==> src/rtl/opensync_rx_timestamp_classify.sv <==
// Receive-side timestamp and PTP/PCF classifier.
// Each frame is stamped with local time at its first byte and classified from
// its EtherType and PTP messageType. The byte stream is delayed by a fixed
// latency so the metadata is stable for the whole output frame.
module opensync_rx_timestamp_classify #(
   parameter int unsigned DELAY_CYCLES = 24,
   parameter int unsigned PREAMBLE_LEN = 8,
   parameter logic [15:0] PTP_ETYPE    = 16'h88F7,
   parameter logic [15:0] PCF_ETYPE    = 16'h891D
) (
   input  logic        i_clk,
   input  logic        i_rst_n,
   input  logic [7:0]  iv_data,
   input  logic        i_data_wr,
   input  logic [63:0] iv_local_time,
   output logic [7:0]  ov_data,
   output logic        o_data_wr,
   output logic [63:0] ov_receive_time,
   output logic        o_cf_update_flag,
   output logic        o_tsn_or_tte,
   output logic        o_meta_overflow
);

   localparam logic [10:0] CNT_ET_HI = 11'(PREAMBLE_LEN + 12);
   localparam logic [10:0] CNT_ET_LO = 11'(PREAMBLE_LEN + 13);
   localparam logic [10:0] CNT_MSG   = 11'(PREAMBLE_LEN + 14);
   localparam logic [10:0] CNT_MAX   = 11'h7FF;

   typedef enum logic [1:0] {S_IDLE, S_HDR, S_PUSH, S_BODY} state_t;

   state_t      state_q;
   logic [10:0] cnt_q;
   logic [10:0] cnt_inc;
   logic [63:0] rx_time_q;
   logic [15:0] etype_q;
   logic        flag_q;
   logic        tsn_q;
   logic        ended_q;
   logic        armed_q;
   logic        in_valid;
   logic        flag_c;
   logic        tsn_c;

   logic [8:0]  dly_q [DELAY_CYCLES];

   logic [65:0] fifo_q [2];
   logic        wr_ptr_q;
   logic        rd_ptr_q;
   logic [1:0]  count_q;
   logic        owr_prev_q;
   logic [65:0] meta_q;
   logic        ovf_q;

   logic        push;
   logic        pop;
   logic        push_ok;
   logic        ovf_d;
   logic        rd_nxt;
   logic [1:0]  count_d;
   logic [65:0] push_data;
   logic [65:0] head_d;
   logic [65:0] meta_d;

   // Bytes of a frame already running when reset was released stay masked
   // until the line has been seen idle once.
   assign in_valid = i_data_wr & armed_q;
   assign cnt_inc  = (cnt_q == CNT_MAX) ? cnt_q : cnt_q + 11'd1;

   // Classification from the captured EtherType and the messageType nibble.
   always_comb begin
      flag_c = 1'b0;
      tsn_c  = 1'b0;
      if (etype_q == PTP_ETYPE) begin
         tsn_c  = 1'b1;
         flag_c = (iv_data[3:0] < 4'd4);
      end else if (etype_q == PCF_ETYPE) begin
         flag_c = 1'b1;
      end
   end

   // Masking flag for frames in flight across a reset release.
   always_ff @(posedge i_clk or negedge i_rst_n) begin
      if (!i_rst_n)        armed_q <= 1'b0;
      else if (!i_data_wr) armed_q <= 1'b1;
   end

   // Fixed-latency {valid, byte} delay line, shifting every cycle.
   always_ff @(posedge i_clk or negedge i_rst_n) begin
      if (!i_rst_n) begin
         for (int unsigned i = 0; i < DELAY_CYCLES; i++) dly_q[i] <= '0;
      end else begin
         dly_q[0] <= {in_valid, iv_data};
         for (int unsigned i = 1; i < DELAY_CYCLES; i++) dly_q[i] <= dly_q[i-1];
      end
   end

   assign ov_data   = dly_q[DELAY_CYCLES-1][7:0];
   assign o_data_wr = dly_q[DELAY_CYCLES-1][8];

   // Frame FSM: latches the receive time, counts bytes and classifies the header.
   // A frame ending inside the header leaves ended_q set, so a new frame that
   // begins during the PUSH cycle (one idle cycle gap) is started from PUSH.
   always_ff @(posedge i_clk or negedge i_rst_n) begin
      if (!i_rst_n) begin
         state_q   <= S_IDLE;
         cnt_q     <= '0;
         rx_time_q <= '0;
         etype_q   <= '0;
         flag_q    <= 1'b0;
         tsn_q     <= 1'b0;
         ended_q   <= 1'b0;
      end else begin
         case (state_q)
            S_IDLE: begin
               if (in_valid) begin
                  cnt_q     <= 11'd1;
                  rx_time_q <= iv_local_time;
                  state_q   <= S_HDR;
               end
            end
            S_HDR: begin
               if (!in_valid) begin
                  flag_q  <= 1'b0;
                  tsn_q   <= 1'b0;
                  ended_q <= 1'b1;
                  cnt_q   <= '0;
                  state_q <= S_PUSH;
               end else begin
                  cnt_q <= cnt_inc;
                  if (cnt_q == CNT_ET_HI) etype_q[15:8] <= iv_data;
                  if (cnt_q == CNT_ET_LO) etype_q[7:0]  <= iv_data;
                  if (cnt_q == CNT_MSG) begin
                     flag_q  <= flag_c;
                     tsn_q   <= tsn_c;
                     ended_q <= 1'b0;
                     state_q <= S_PUSH;
                  end
               end
            end
            S_PUSH: begin
               if (in_valid && ended_q) begin
                  cnt_q     <= 11'd1;
                  rx_time_q <= iv_local_time;
                  state_q   <= S_HDR;
               end else if (in_valid) begin
                  cnt_q   <= cnt_inc;
                  state_q <= S_BODY;
               end else begin
                  cnt_q   <= '0;
                  state_q <= S_IDLE;
               end
            end
            S_BODY: begin
               if (in_valid) begin
                  cnt_q <= cnt_inc;
               end else begin
                  cnt_q   <= '0;
                  state_q <= S_IDLE;
               end
            end
            default: state_q <= S_IDLE;
         endcase
      end
   end

   // Metadata FIFO next state; the presentation registers track the head
   // as it will be after this cycle's push/pop.
   always_comb begin
      push      = (state_q == S_PUSH);
      pop       = owr_prev_q & ~o_data_wr & (count_q != 2'd0);
      push_ok   = push & ((count_q != 2'd2) | pop);
      ovf_d     = push & (count_q == 2'd2) & ~pop;
      rd_nxt    = rd_ptr_q ^ pop;
      count_d   = count_q + 2'(push_ok) - 2'(pop);
      push_data = {rx_time_q, flag_q, tsn_q};
      head_d    = (push_ok && (wr_ptr_q == rd_nxt)) ? push_data : fifo_q[rd_nxt];
      meta_d    = (count_d != 2'd0) ? head_d : meta_q;
   end

   // FIFO storage, pointers, presentation registers and overflow pulse.
   always_ff @(posedge i_clk or negedge i_rst_n) begin
      if (!i_rst_n) begin
         fifo_q[0]  <= '0;
         fifo_q[1]  <= '0;
         wr_ptr_q   <= 1'b0;
         rd_ptr_q   <= 1'b0;
         count_q    <= '0;
         owr_prev_q <= 1'b0;
         meta_q     <= '0;
         ovf_q      <= 1'b0;
      end else begin
         if (push_ok) begin
            fifo_q[wr_ptr_q] <= push_data;
            wr_ptr_q         <= ~wr_ptr_q;
         end
         rd_ptr_q   <= rd_nxt;
         count_q    <= count_d;
         owr_prev_q <= o_data_wr;
         meta_q     <= meta_d;
         ovf_q      <= ovf_d;
      end
   end

   assign ov_receive_time  = meta_q[65:2];
   assign o_cf_update_flag = meta_q[1];
   assign o_tsn_or_tte     = meta_q[0];
   assign o_meta_overflow  = ovf_q;

endmodule

==> config.mk <==
export PLATFORM = sky130hd
export DESIGN_NAME = opensync_rx_timestamp_classify
export DESIGN_NICKNAME = d
export VERILOG_FILES = /design/src/rtl/opensync_rx_timestamp_classify.sv
export SDC_FILE = /design/constraint.sdc
export NUM_CORES = 1
export LEC_CHECK = 0
export BUFFER_PORTS_ARGS = -buffer_cell sky130_fd_sc_hd__buf_2
export CORE_ASPECT_RATIO = 0.75
export CORE_MARGIN = 10
export CORE_UTILIZATION = 59
export DETAILED_ROUTE_END_ITERATION = 10
export PLACE_DENSITY = 0.77
export SLEW_MARGIN = 10
export SYNTH_ARGS = -nofsm -noshare
export SYNTH_HDL_FRONTEND = slang
export SYNTH_SLANG_ARGS = --single-unit
==> constraint.sdc <==
create_clock -name i_clk -period 3.35 [get_ports i_clk]
set_clock_uncertainty 0.2 [all_clocks]
set_input_delay 0 -clock i_clk [delete_from_list [all_inputs] [get_ports i_clk]]
set_output_delay 0 -clock i_clk [all_outputs]
set_load 0.005 [all_outputs]
==> impl_metrics.ini <==
[routing]
vias = 11100
wl_um = 40500
ant_nets = 0
avgRoutedWirePerCell_um = 20.5
first_iter_violations = 931
vias_per_cell = 5.60
drc = 0
drt-pass1-iter-count = 5

[final_layout]
final.fill_count = 1919
fin_cells = 1981
area_delta_synth_final_pct = 21.3
drive_gt1_share_pct = 33.1
antennaDiodeCount = 0
layout.nets = 1623

[global_routing]
globalRoute.totalOverflow = 0
grt_max_degree = 85
grt_use_met3_pct = 4.19
grt_usage_pct = 21.1
grt_busiest_layer = met2
grt_pass1_vias = 12000
use_met1_pct = 27.6
grt_pass1_wl_um = 66000
antenna_found_initial = 0
grtUsageMet2_pct = 35.2

[synthesis]
ys_types = 47
synthMuxAreaShare_pct = 12.9
syn_avg_cell_area_um2 = 14.7
yosys_register_bits = 517
synthFlopType = dfrtp_1
synth_area_um2 = 18600
synthXorXnorAreaFrac_pct = 0.188
synth_edf_count = 0
yosys.area_share.simple_pct = 5.71
yosysTopAreaCell = dfrtp_1
synth_most_common_cell = dfrtp_1
synth_commonest_cells = 517 x dfrtp_1, 213 x mux2_2, 85 x nand2_1
synth_top_family_by_area = multiplexers
syn-num-nets = 1349
synth_compound_area_share_pct = 8.55
synth_area_leaders = dfrtp_1 69%, mux2_2 13%, a211oi_2 2.7%
synthArstFlopShare_pct = 100
synth_top_area_share_pct = 69.4
syn_inst = 1268
ys_seq_area_share_pct = 69.4
synth_fa_ha_area_share_pct = 0.403
ys_warn_count = 0

[critical_path]
rrSetupSlack_ps = 240
rr_endpoint = meta_q[8]
crit_required_ps = 3630
cp.arrival_ps = 3400
worstPathMaxFanout = 25
crit_path_end_kind = register
r2r-start = o_data_wr
cp-start-kind = register
crit_type = register to register
r2r_cells = 12

[sta]
hold_violations = 0
timing.final.max_slew_violations = 0
tightest_slew_ps = 1060
rsz0062_at_grt = false
fin_crit_ps = 3110
fin_setup_tns_ps = 0
relSlewSlack_pct = 29.2
fin_crit_sh_pct = 92.9
hold_slack_ps = 13.2
setup_viol_count_final = 0
timing.fmax_mhz = 321

[pwr]
seq_power_share_pct = 45.9
p_total_mw = 18.7
powerDensity_nw_per_um2 = 828
ir_worst_vdd_v = 0.000608
p_clk_share_pct = 27.8
p_int_mw = 13.0
leakage_nw = 10.3
p_comb_share_pct = 26.3
power_switching_mw = 5.71
switching_share_pct = 30.5

[worst_hold_path]
holdCritStartpoint = iv_local_time[46]
hold_path.class = input port to register
hold-path-endpoint = rx_time_q[46]
min_path_cells = 3

[clock_network]
cts_sinks = 517
clockBufferDepth = 3
path_clk_slew_ps = 60
cts_tree = yes
cts_setup_buffers = 0
worstSkewPairLatency_ps = 570
clockRootBuffer = clkbuf_16
htreeDepth = 2
cts_buffers = 47

[floorplan]
start_util_pct = 59.8
fp.dieW_um = 225
dieArea_um2 = 39200
core_um2 = 31200
ios = 151
die_y_um = 174
rows = 56

[place]
place_inst = 1772
gp_congestion = 0.781
dpl.hpwl_um = 22800
io_buffers = 150

[flow_run]
cap_violations = 0

[run_status]
outcome = complete, no violations
## cell usage in the layout, fill, tap and decap left out, types with 9 or more instances in the layout
master,instances
buf_12,9
a211oi_1,26
a21oi_1,10
mux2_2,213
buf_4,20
o21ai_1,73
dlygate4sd3_1,126
dfrtp_1,517
clkbuf_16,47
and3_1,68
a211oi_2,40
buf_2,149
nand2_1,83
clkbuf_8,12
clkbuf_1,12
o21ai_0,74
nor2_1,10
## area by class of cell
| class | count | area [um2] | share of cell area (%) |
|---|---|---|---|
| repair buffers | 306 | 2380 | 10.5 |
| inverters | 6 | 22.5 | 0.0997 |
| flip-flops and latches | 517 | 12900 | 57.2 |
| clock inverters | 11 | 124 | 0.548 |
| clock buffers | 71 | 1390 | 6.13 |
| multi-input cells | 664 | 5240 | 23.2 |
| well taps | 406 | 508 | 2.25 |
## worst max path at each step
| stage | start | end |
|---|---|---|
| 3_5_place_dp | o_data_wr | meta_q[8] |
| 5_1_grt | o_data_wr | meta_q[1] |
| 3_3_place_gp | o_data_wr | meta_q[0] |
| 4_1_cts | o_data_wr | meta_q[32] |
| 2_1_floorplan | o_data_wr | meta_q[55] |
| 6_report | o_data_wr | meta_q[8] |
## flip-flops by register name, summed over array words and instances, names as in the netlist, 8 cells and up
| name | cells |
|---|---|
| cnt_q | 11 |
| rx_time_q | 64 |
| fifo_q | 132 |
| ov_data | 8 |
| etype_q | 16 |
| meta_q | 66 |
| dly_q | 207 |
## routing by layer
layer | vias up | part of all wire [%]
met2 | 289 | 50
met1 | 5714 | 42
met3 | 67 | 5.4
met4 | 0 | 2.4
met5 | - | 0
li1 | 5023 | -
## worst max-delay path, stage by stage (launching register included)
cell and delay [ps]:
dfrtp_1 410, nand2b_2 260, a31oi_4 330, inv_2 110, ha_1 290, inv_1 40
ha_1 180, xnor2_1 250, xnor2_2 190, or2_2 190, buf_4 260, o21ai_0 130
o21ai_1 170
## power by group through the flow
stage	clock, mW	combinational (mW)	sequential [mW]
6_report	5.21	4.92	8.58
5_1_grt	5.58	5.44	8.75
4_1_cts	5.34	4.94	8.58
3_5_place_dp	0	4.82	8.66
3_3_place_gp	0	4.63	8.58
2_1_floorplan	0	3.31	8.43
## stage by stage
step	setup WS, ps	util [%]	instance area [um2]
finish	237	72.5	22600
global route	18.5	72.5	22600
CTS	135	72.5	22600
detailed placement	222	63.5	19800
global placement	349	63.5	19800
floorplan	596	-	18600
## timing repair
action / 4_1_cts / 5_1_grt
setup endpoints to repair: 0 / 5
endpoints found under the hold margin: 528 / 0
hold buffers: 127 / 0
resized for setup: 0 / 1
## cells by family (layout without fill, tap and decap cells)
group | Yosys count | count (layout)
AO/OA/AOI/OAI | 236 | 236
XOR/XNOR | 4 | 4
adder cells (fa/ha/maj) | 6 | 6
buffers and inverters | 87 | 394
flip-flops | 517 | 517
multiplexers | 214 | 214
AND/OR/NAND/NOR | 204 | 204
(Power assumes the default switching activity.)
